<file path="config.mk">
export PLATFORM = sky130hd
export DESIGN_NAME = reg_bank_param_flat
export DESIGN_NICKNAME = d
export VERILOG_FILES = /design/src/rtl/reg_bank_param_if.sv /design/src/rtl/reg_bank_param.sv /design/src/flat_wrapper.sv
export SDC_FILE = /design/constraint.sdc
export NUM_CORES = 2
export LEC_CHECK = 0
export CELL_PAD_IN_SITES_DETAIL_PLACEMENT = 0
export CELL_PAD_IN_SITES_GLOBAL_PLACEMENT = 2
export CORE_ASPECT_RATIO = 0.5
export CORE_MARGIN = 3
export CORE_UTILIZATION = 45
export CTS_CLUSTER_SIZE = 28
export DETAILED_ROUTE_END_ITERATION = 16
export GPL_TIMING_DRIVEN = 0
export PLACE_DENSITY = 0.83
export SETUP_SLACK_MARGIN = 0.2
export SLEW_MARGIN = 25
export SYNTH_ARGS = -nofsm -noshare
export SYNTH_HDL_FRONTEND = slang
export SYNTH_SLANG_ARGS = --single-unit
</file>
<file path="constraint.sdc">
create_clock -name clk_i -period 67 [get_ports clk_i]
set_clock_uncertainty 0.15 [all_clocks]
set_input_delay 20.1 -clock clk_i [delete_from_list [all_inputs] [get_ports clk_i]]
set_output_delay 20.1 -clock clk_i [all_outputs]
set_load 0.02 [all_outputs]
</file>
<file path="src/rtl/reg_bank_param_if.sv">
// Operand/write bus for reg_bank_param: write port, two read ports, clear control and status.
interface reg_bank_param_if #(
    parameter int unsigned DATA_W = 64,
    parameter int unsigned NREGS  = 16
);
    localparam int unsigned AW = $clog2(NREGS);

    logic              regwe;
    logic [DATA_W-1:0] inA;
    logic [AW-1:0]     selwreg;
    logic [1:0]        endreg;
    logic [AW-1:0]     seloutA;
    logic [AW-1:0]     seloutB;
    logic              cnstA;
    logic              cnstB;
    logic              enrregA;
    logic              enrregB;
    logic              clr;
    logic              busy;
    logic              clr_done;
    logic [DATA_W-1:0] outA;
    logic [DATA_W-1:0] outB;

    modport master (
        output regwe, inA, selwreg, endreg, seloutA, seloutB,
        output cnstA, cnstB, enrregA, enrregB, clr,
        input  busy, clr_done, outA, outB
    );

    modport slave (
        input  regwe, inA, selwreg, endreg, seloutA, seloutB,
        input  cnstA, cnstB, enrregA, enrregB, clr,
        output busy, clr_done, outA, outB
    );
endinterface

</file>
<file path="src/rtl/reg_bank_param.sv">
// Two-read/one-write register bank with half-word write modes, constant operands,
// optional write-through bypass and a one-register-per-cycle clear sweep.
module reg_bank_param #(
    parameter int unsigned DATA_W = 64,
    parameter int unsigned NREGS  = 16,
    parameter bit          BYPASS = 1'b1
) (
    input  logic            clk_i,
    input  logic            rst_i,
    reg_bank_param_if.slave bus_io
);
    localparam int unsigned AW = $clog2(NREGS);
    localparam int unsigned H  = DATA_W / 2;

    typedef enum logic [0:0] {StIdle, StClear} state_e;

    state_e            state_q, state_d;
    logic [AW-1:0]     cnt_q, cnt_d;
    logic              clr_done_q, clr_done_d;
    logic [DATA_W-1:0] regs_q [NREGS];
    logic [DATA_W-1:0] regs_d [NREGS];
    logic [DATA_W-1:0] out_a_q, out_a_d;
    logic [DATA_W-1:0] out_b_q, out_b_d;
    logic              write_en;
    logic              hit_a, hit_b;
    logic [DATA_W-1:0] wr_old, wr_merged;

    function automatic logic [H-1:0] const_half(input logic [1:0] code);
        logic [H-1:0] v;
        case (code)
            2'b00:   v = '0;
            2'b01:   v = H'(1);
            2'b10:   v = '1;
            default: v = {{(H-1){1'b1}}, 1'b0};
        endcase
        return v;
    endfunction

    function automatic logic [DATA_W-1:0] const_word(input logic [3:0] code);
        return {const_half(code[3:2]), const_half(code[1:0])};
    endfunction

    // Writes are dropped entirely while the sweep owns the array.
    assign write_en = bus_io.regwe && (state_q == StIdle);
    assign wr_old   = regs_q[bus_io.selwreg];

    always_comb begin
        wr_merged = bus_io.inA;
        unique case (bus_io.endreg)
            2'b00: wr_merged = bus_io.inA;
            2'b01: wr_merged = {bus_io.inA[DATA_W-1:H], wr_old[H-1:0]};
            2'b10: wr_merged = {wr_old[DATA_W-1:H], bus_io.inA[H-1:0]};
            2'b11: wr_merged = {bus_io.inA[H-1:0], bus_io.inA[DATA_W-1:H]};
            default: wr_merged = bus_io.inA;
        endcase
    end

    assign hit_a = BYPASS && write_en && !bus_io.cnstA && (bus_io.selwreg == bus_io.seloutA);
    assign hit_b = BYPASS && write_en && !bus_io.cnstB && (bus_io.selwreg == bus_io.seloutB);

    always_comb begin
        out_a_d = out_a_q;
        out_b_d = out_b_q;
        if (bus_io.enrregA) begin
            if (bus_io.cnstA)  out_a_d = const_word(bus_io.seloutA[3:0]);
            else if (hit_a)    out_a_d = wr_merged;
            else               out_a_d = regs_q[bus_io.seloutA];
        end
        if (bus_io.enrregB) begin
            if (bus_io.cnstB)  out_b_d = const_word(bus_io.seloutB[3:0]);
            else if (hit_b)    out_b_d = wr_merged;
            else               out_b_d = regs_q[bus_io.seloutB];
        end
    end

    always_comb begin
        state_d    = state_q;
        cnt_d      = cnt_q;
        clr_done_d = 1'b0;
        regs_d     = regs_q;
        unique case (state_q)
            StIdle: begin
                if (write_en) regs_d[bus_io.selwreg] = wr_merged;
                if (bus_io.clr) begin
                    state_d = StClear;
                    cnt_d   = '0;
                end
            end
            StClear: begin
                regs_d[cnt_q] = '0;
                cnt_d         = cnt_q + AW'(1);
                if (cnt_q == AW'(NREGS - 1)) begin
                    state_d    = StIdle;
                    clr_done_d = 1'b1;
                end
            end
            default: state_d = StIdle;
        endcase
    end

    always_ff @(posedge clk_i or posedge rst_i) begin
        if (rst_i) begin
            state_q    <= StIdle;
            cnt_q      <= '0;
            clr_done_q <= 1'b0;
            out_a_q    <= '0;
            out_b_q    <= '0;
            for (int unsigned i = 0; i < NREGS; i++) regs_q[i] <= '0;
        end else begin
            state_q    <= state_d;
            cnt_q      <= cnt_d;
            clr_done_q <= clr_done_d;
            out_a_q    <= out_a_d;
            out_b_q    <= out_b_d;
            regs_q     <= regs_d;
        end
    end

    assign bus_io.busy     = (state_q == StClear);
    assign bus_io.clr_done = clr_done_q;
    assign bus_io.outA     = out_a_q;
    assign bus_io.outB     = out_b_q;
endmodule

</file>
<file path="src/flat_wrapper.sv">
// flat-port wrapper written by rule: the top's interface ports become plain ports
module reg_bank_param_flat 
#(
    parameter int unsigned DATA_W = 64,
    parameter int unsigned NREGS  = 16,
    parameter bit          BYPASS = 1'b1
)
  (clk_i, rst_i, bus_io_regwe, bus_io_inA, bus_io_selwreg, bus_io_endreg, bus_io_seloutA, bus_io_seloutB, bus_io_cnstA, bus_io_cnstB, bus_io_enrregA, bus_io_enrregB, bus_io_clr, bus_io_busy, bus_io_clr_done, bus_io_outA, bus_io_outB);
  reg_bank_param_if #(.DATA_W(DATA_W), .NREGS(NREGS)) bus_io_i ();
  input  logic clk_i;
  input  logic rst_i;
  input wire logic [$bits(bus_io_i.regwe)-1:0] bus_io_regwe;
  input wire logic [$bits(bus_io_i.inA)-1:0] bus_io_inA;
  input wire logic [$bits(bus_io_i.selwreg)-1:0] bus_io_selwreg;
  input wire logic [$bits(bus_io_i.endreg)-1:0] bus_io_endreg;
  input wire logic [$bits(bus_io_i.seloutA)-1:0] bus_io_seloutA;
  input wire logic [$bits(bus_io_i.seloutB)-1:0] bus_io_seloutB;
  input wire logic [$bits(bus_io_i.cnstA)-1:0] bus_io_cnstA;
  input wire logic [$bits(bus_io_i.cnstB)-1:0] bus_io_cnstB;
  input wire logic [$bits(bus_io_i.enrregA)-1:0] bus_io_enrregA;
  input wire logic [$bits(bus_io_i.enrregB)-1:0] bus_io_enrregB;
  input wire logic [$bits(bus_io_i.clr)-1:0] bus_io_clr;
  output wire logic [$bits(bus_io_i.busy)-1:0] bus_io_busy;
  output wire logic [$bits(bus_io_i.clr_done)-1:0] bus_io_clr_done;
  output wire logic [$bits(bus_io_i.outA)-1:0] bus_io_outA;
  output wire logic [$bits(bus_io_i.outB)-1:0] bus_io_outB;
  assign bus_io_i.regwe = bus_io_regwe;
  assign bus_io_i.inA = bus_io_inA;
  assign bus_io_i.selwreg = bus_io_selwreg;
  assign bus_io_i.endreg = bus_io_endreg;
  assign bus_io_i.seloutA = bus_io_seloutA;
  assign bus_io_i.seloutB = bus_io_seloutB;
  assign bus_io_i.cnstA = bus_io_cnstA;
  assign bus_io_i.cnstB = bus_io_cnstB;
  assign bus_io_i.enrregA = bus_io_enrregA;
  assign bus_io_i.enrregB = bus_io_enrregB;
  assign bus_io_i.clr = bus_io_clr;
  assign bus_io_busy = bus_io_i.busy;
  assign bus_io_clr_done = bus_io_i.clr_done;
  assign bus_io_outA = bus_io_i.outA;
  assign bus_io_outB = bus_io_i.outB;
  reg_bank_param #(.DATA_W(DATA_W), .NREGS(NREGS), .BYPASS(BYPASS)) u_core (.clk_i(clk_i), .rst_i(rst_i), .bus_io(bus_io_i));
endmodule
</file>
Word-level counts from Yosys, hierarchy flattened
Cells that the tools add are included.

storage, ports and cells
  register bits = 1158
  bits in latches = 0
  RAM bits = 0
  ROM bits = 0
  input bits = 86
  output and inout port bits = 130
  word-level logic and storage cells = 97
  memories = 0

operators by class
  add/sub/neg operators = 1
  multiply operators = 0
  divide/modulo/power cells = 0
  magnitude comparators = 6
  equality and inequality tests = 16
  shift-type cells = 0
  multiplexer cells = 32
  bitwise operators = 7
  reduce and logical (&&, ||, !) cells = 14

operators by type and width
  kind                    number
  $pmux W1024 S2          1
  $and A1024 B1024 Y1024  1
  $bwmux W1024            1
  $mux W1024              1
  $not A1024 Y1024        1
  $bmux W64 S4            3
  $mux W64                12
  $demux W64 S4           2
  $pmux W32 S3            4
  $pmux W64 S4            1
  $ge A5 B5 Y1 const B    4
  $not A4 Y5              4
  $eq A2 B2 Y1 const B    6
  $eq A2 B1 Y1 const B    5
  $logic_not A2 Y1        5
  $lt A5 B1 Y1 const B    2
  $eq A4 B4 Y1            2
  $pmux W4 S2             1
  $logic_and A1 B1 Y1     7
  $add A4 B1 Y4 const B   1
  $eq A4 B4 Y1 const B    1
  $mux W1                 4
  $mux W4                 1
  $logic_not A1 Y1        2
  other kinds (4)         4

Logic depth before layout (Yosys ltp)
  depth in word-level cells = 8
  gate-level depth with buffers = 13
  depth with buffers taken out = 7

Worst setup path before layout
OpenSTA, ideal clock, no wires.

  path kind = in2reg
  start = input port bus_io_seloutA[2]
  end = register u_core.out_a_q[34], in the netlist u_core.bus_io.outA[34]
  library setup time = 0.123 ns
  data arrival time = 22.256 ns
  data required time = 66.727 ns
  slack = 44.471 ns
  stages = 10
  path buffers = 5
  path through = buf_2 -> buf_2 -> buf_1 -> buf_2 -> inv_1 -> ha_1 -> o21ai_0 -> nand3_1 -> clkbuf_1 -> o221a_2

between the ends
  longest elaborated chain between the ends = 6
  elaborated cells on any way between the ends = 12
  classes of those cells = eq/ne: 3; mux: 6; bitwise: 1; reduce/logical: 2

RTL lines
  element                                      RTL line               text
  start, declared                              flat_wrapper.sv:16     input wire logic [$bits(bus_io_i.seloutA)-1:0] bus_io_seloutA;
  $not A4 Y5 (not written as such)             reg_bank_param.sv:67   else out_a_d = regs_q[bus_io.seloutA];
  $bmux W64 S4                                 reg_bank_param.sv:67
  $mux W64 (not written as such) (2 in a row)  reg_bank_param.sv:67
  $mux W64                                     reg_bank_param.sv:66   else if (hit_a) out_a_d = wr_merged;
  $mux W64 *                                   reg_bank_param.sv:65   if (bus_io.cnstA) out_a_d = const_word(bus_io.seloutA[3:0]);
  end signal, assigned                         reg_bank_param.sv:113  out_a_q <= out_a_d;
  end, declared                                reg_bank_param.sv:22   logic [DATA_W-1:0] out_a_q, out_a_d;

Mark *: on every way between the ends. The rest lies on a longest branch, timed or not. The select of a mux whose other input is x is not followed.
A chain may end at the register's enable or synchronous reset.

Worst setup path after layout
  start = input port bus_io_seloutA[0]
  end = register u_core.out_a_q[6], in the netlist u_core.bus_io.outA[6]

The elaborated chain is that of the path after synthesis.

==> impl_results.md <==
- Post-cts sizing count: 0
- Die height: 284.0 um
- Min-delay worst type: reg2reg
- Clk_lat worst skew: a little under 0.8 ns
- Crit-path cells: clkdlybuf4s50_1, clkbuf_1, buf_2, buf_2, buf_2, inv_1, ha_1, o21ai_0, nand2_1, clkbuf_1, clkbuf_1, o22ai_1, a21oi_1
- WS Path Type: in2reg
- Maxcap violations: 0
- Vias: about 62k
- Mapped Cells: 5064
- CTS Buffer Depth: 3
- Yosys cell types: 66
- Pwr dens: about 30 mW/mm^2
- Final core occ: 0.5241
- Status: complete, no violations
- Post-place setup slack: a little over 40 ns
- DRT iter0 DRCs: between 10k and 15k
- CP max stage delay: about 0.71 ns
- Standard-cell row count: about 100
- Register area share after synthesis: 0.4165
- Buf+Inv Stages, Crit Path: 8
- PortBufs: ~210
- Achievable Freq: about 40 MHz
- Layout fillers: 13.01k
- Largest net degree at the start of global routing: slightly above 100
- RSZ-0062 raised after global routing: no
- HP Start: u_core.regs_q[848]
- HPWL Detailed: approximately 280000 um
- Minimum clock period: 25.20 ns
- Crit end category: flip-flop
- Post-Syn Area: 0.06958 sq mm
- Synth Flop Type: dfrtp_1
- Drt drc: 0
- First-pass GRT wire length: roughly 520000 um
- Synth top area share: 0.4165
- Die Wd: about 560 um
- Drt wl/cell: 50.70 um
- Cells after DPL: approximately 7.4k
- Hold Slack: 0.3916 ns
- Final instance area: 0.08001 sq mm
- Area grow syn2layout: 14.99%
- Total Wirelength: between 300000 and 400000 um
- Most numerous cell in the Yosys netlist: dfrtp_1
- GRT Total Usage: 0.4766
- Critical R2R Launch: u_core.bus_io.busy
- Cts hold-fix bufs: 0
- Ys Warns: 0
- Slowest CP cell: buf_2
- Die area: between 0.15 and 0.2 sq mm
- Critical path peak fanout: 10
- Initial antenna violation count: 35
- Worst Setup SP: bus_io_seloutA[0]
- Final cell count without fillers: around 7.6k
- Postcts setup bufs: 0
- Placer Congestion: ~1.0
- GRT overflow: 0
- Num CTS Buffers: 115
- Mapped Avg Cell Area: about 14 sq um
- Vias/cell: approximately 8
- Hold violation count in the final report: 0
- Cell taking the most area after synthesis: dfrtp_1
- Critical path required time: slightly below 70 ns
- CTS root buffer: clkbuf_16
- Synth top area cells: dfrtp_1 (42%), mux4_2 (26%), a22o_1 (12%)
- Ys async rst share: 1.000
- Pwr Total: roughly 2.4 mW
- Share of cells above drive strength 1: 0.2929
- Peak supply drop: ~24 uV
- Worst slew pin tran: around 1.3 ns
- Final net count: between 5k and 6k
- Final WS setup: between 40 and 50 ns
- DR pass1 iterations: 8
- TritonCTS clock tree: done
- Crit path arrival time: ~26 ns
- Leak Pwr: 33.43 nW
- Tcrit/Tclk final: 0.3761
- Max-Slew Margin vs Limit: 0.1251
- CTS Sinks: around 1.2k
- Post-synth EDFFs: 0
- Placed Area: 0.07584 sq mm
- Total I/O pin count: between 200 and 250
- Post-synth top cells: dfrtp_1 (1158), a22o_1 (961), mux4_2 (795)
- Synthesized Nets: ~5.2k
- Setup TNS: 0 ns
- Clk slew on worst S/H paths: around 0.070 ns
- Post-route ant nets: 0
- Core Region: 0.1527 sq mm
- Crit path launch type: input port
- Synth Register Bits: between 1k and 1.5k
- H-tree levels: 3
- Worst path top cell family by delay: buffers and inverters
- Vias in the first global route: around 60k
- # setup viols final: 0
- Max-slew violations: 0
- Starting Density: 0.4558
## final cells by class
type | instances | area [sq um] | area share
Multi-Input combinational cell | 3258 | 37670 | 0.4708
Sequential cell | 1158 | 28980 | 0.3622
Clock buffer | 160 | 3329 | 0.04161
Buffer | 636 | 3309 | 0.04136
Timing Repair Buffer | 268 | 3307 | 0.04133
Tap cell | 2060 | 2577 | 0.03221
Clock inverter | 53 | 733.2 | 0.009164
Antenna cell | 23 | 57.56 | 0.0007193
Inverter | 12 | 52.55 | 0.0006568
## registers in the layout, summed over array words and instances, names as in the netlist
register,cells
u_core.cnt_q,4
u_core.bus_io.outB,64
u_core.bus_io.busy,1
u_core.bus_io.clr_done,1
u_core.regs_q,1024
u_core.bus_io.outA,64
## power by group
part / switching, mW / internal, mW / total, mW
combinational: 0.431 / 0.303 / 0.735
clock: 0.329 / 0.402 / 0.731
sequential: 0.134 / 0.809 / 0.943
total: 0.894 / 1.51 / 2.41
## path summary, 6_finish.rpt
path | to | slack (ns) | cells past startpoint
max in group asynchronous | u_core.regs_q[473] | 44.74 | 6
min | u_core.regs_q[848] | 0.39 | 1
min in group asynchronous | u_core.bus_io.outB[55] | 19.60 | 2
max reg2reg | u_core.bus_io.outA[35] | 62.81 | 8
min reg2reg | u_core.regs_q[848] | 0.39 | 1
max | u_core.bus_io.outA[6] | 41.80 | 13
## cell families after synthesis
family                   Yosys count  share of synthesized area
AND/OR/NAND/NOR                  397                    0.02854
buffers and inverters            648                    0.04654
XOR/XNOR                          10                   0.001259
multiplexers                    1057                     0.2953
AO/OA/AOI/OAI                   1782                     0.2098
adder cells (fa/ha/maj)           12                   0.002158
flip-flops                      1158                     0.4165
## cells in the final DEF (no fill, tap or decap), types with 117 or more instances in the layout
cell type and instances:
dfrtp_1 1158, a22o_1 961, mux4_2 795, clkbuf_1 320, mux2i_1 249, a21oi_1 221, clkdlybuf4s50_1 208, nand2_1 168
buf_2 143, clkbuf_16 117
## per-layer routing
metal / vias up / global-route usage / routed length, um
met5: - / 0.02887 / 818
met1: 32500 / 0.6072 / 140600
li1: 21770 / - / -
met4: 46 / 0.2561 / 25860
met3: 1352 / 0.2771 / 66320
met2: 5993 / 0.6284 / 153100
Note: power is estimated with default switching activity, not from simulation.
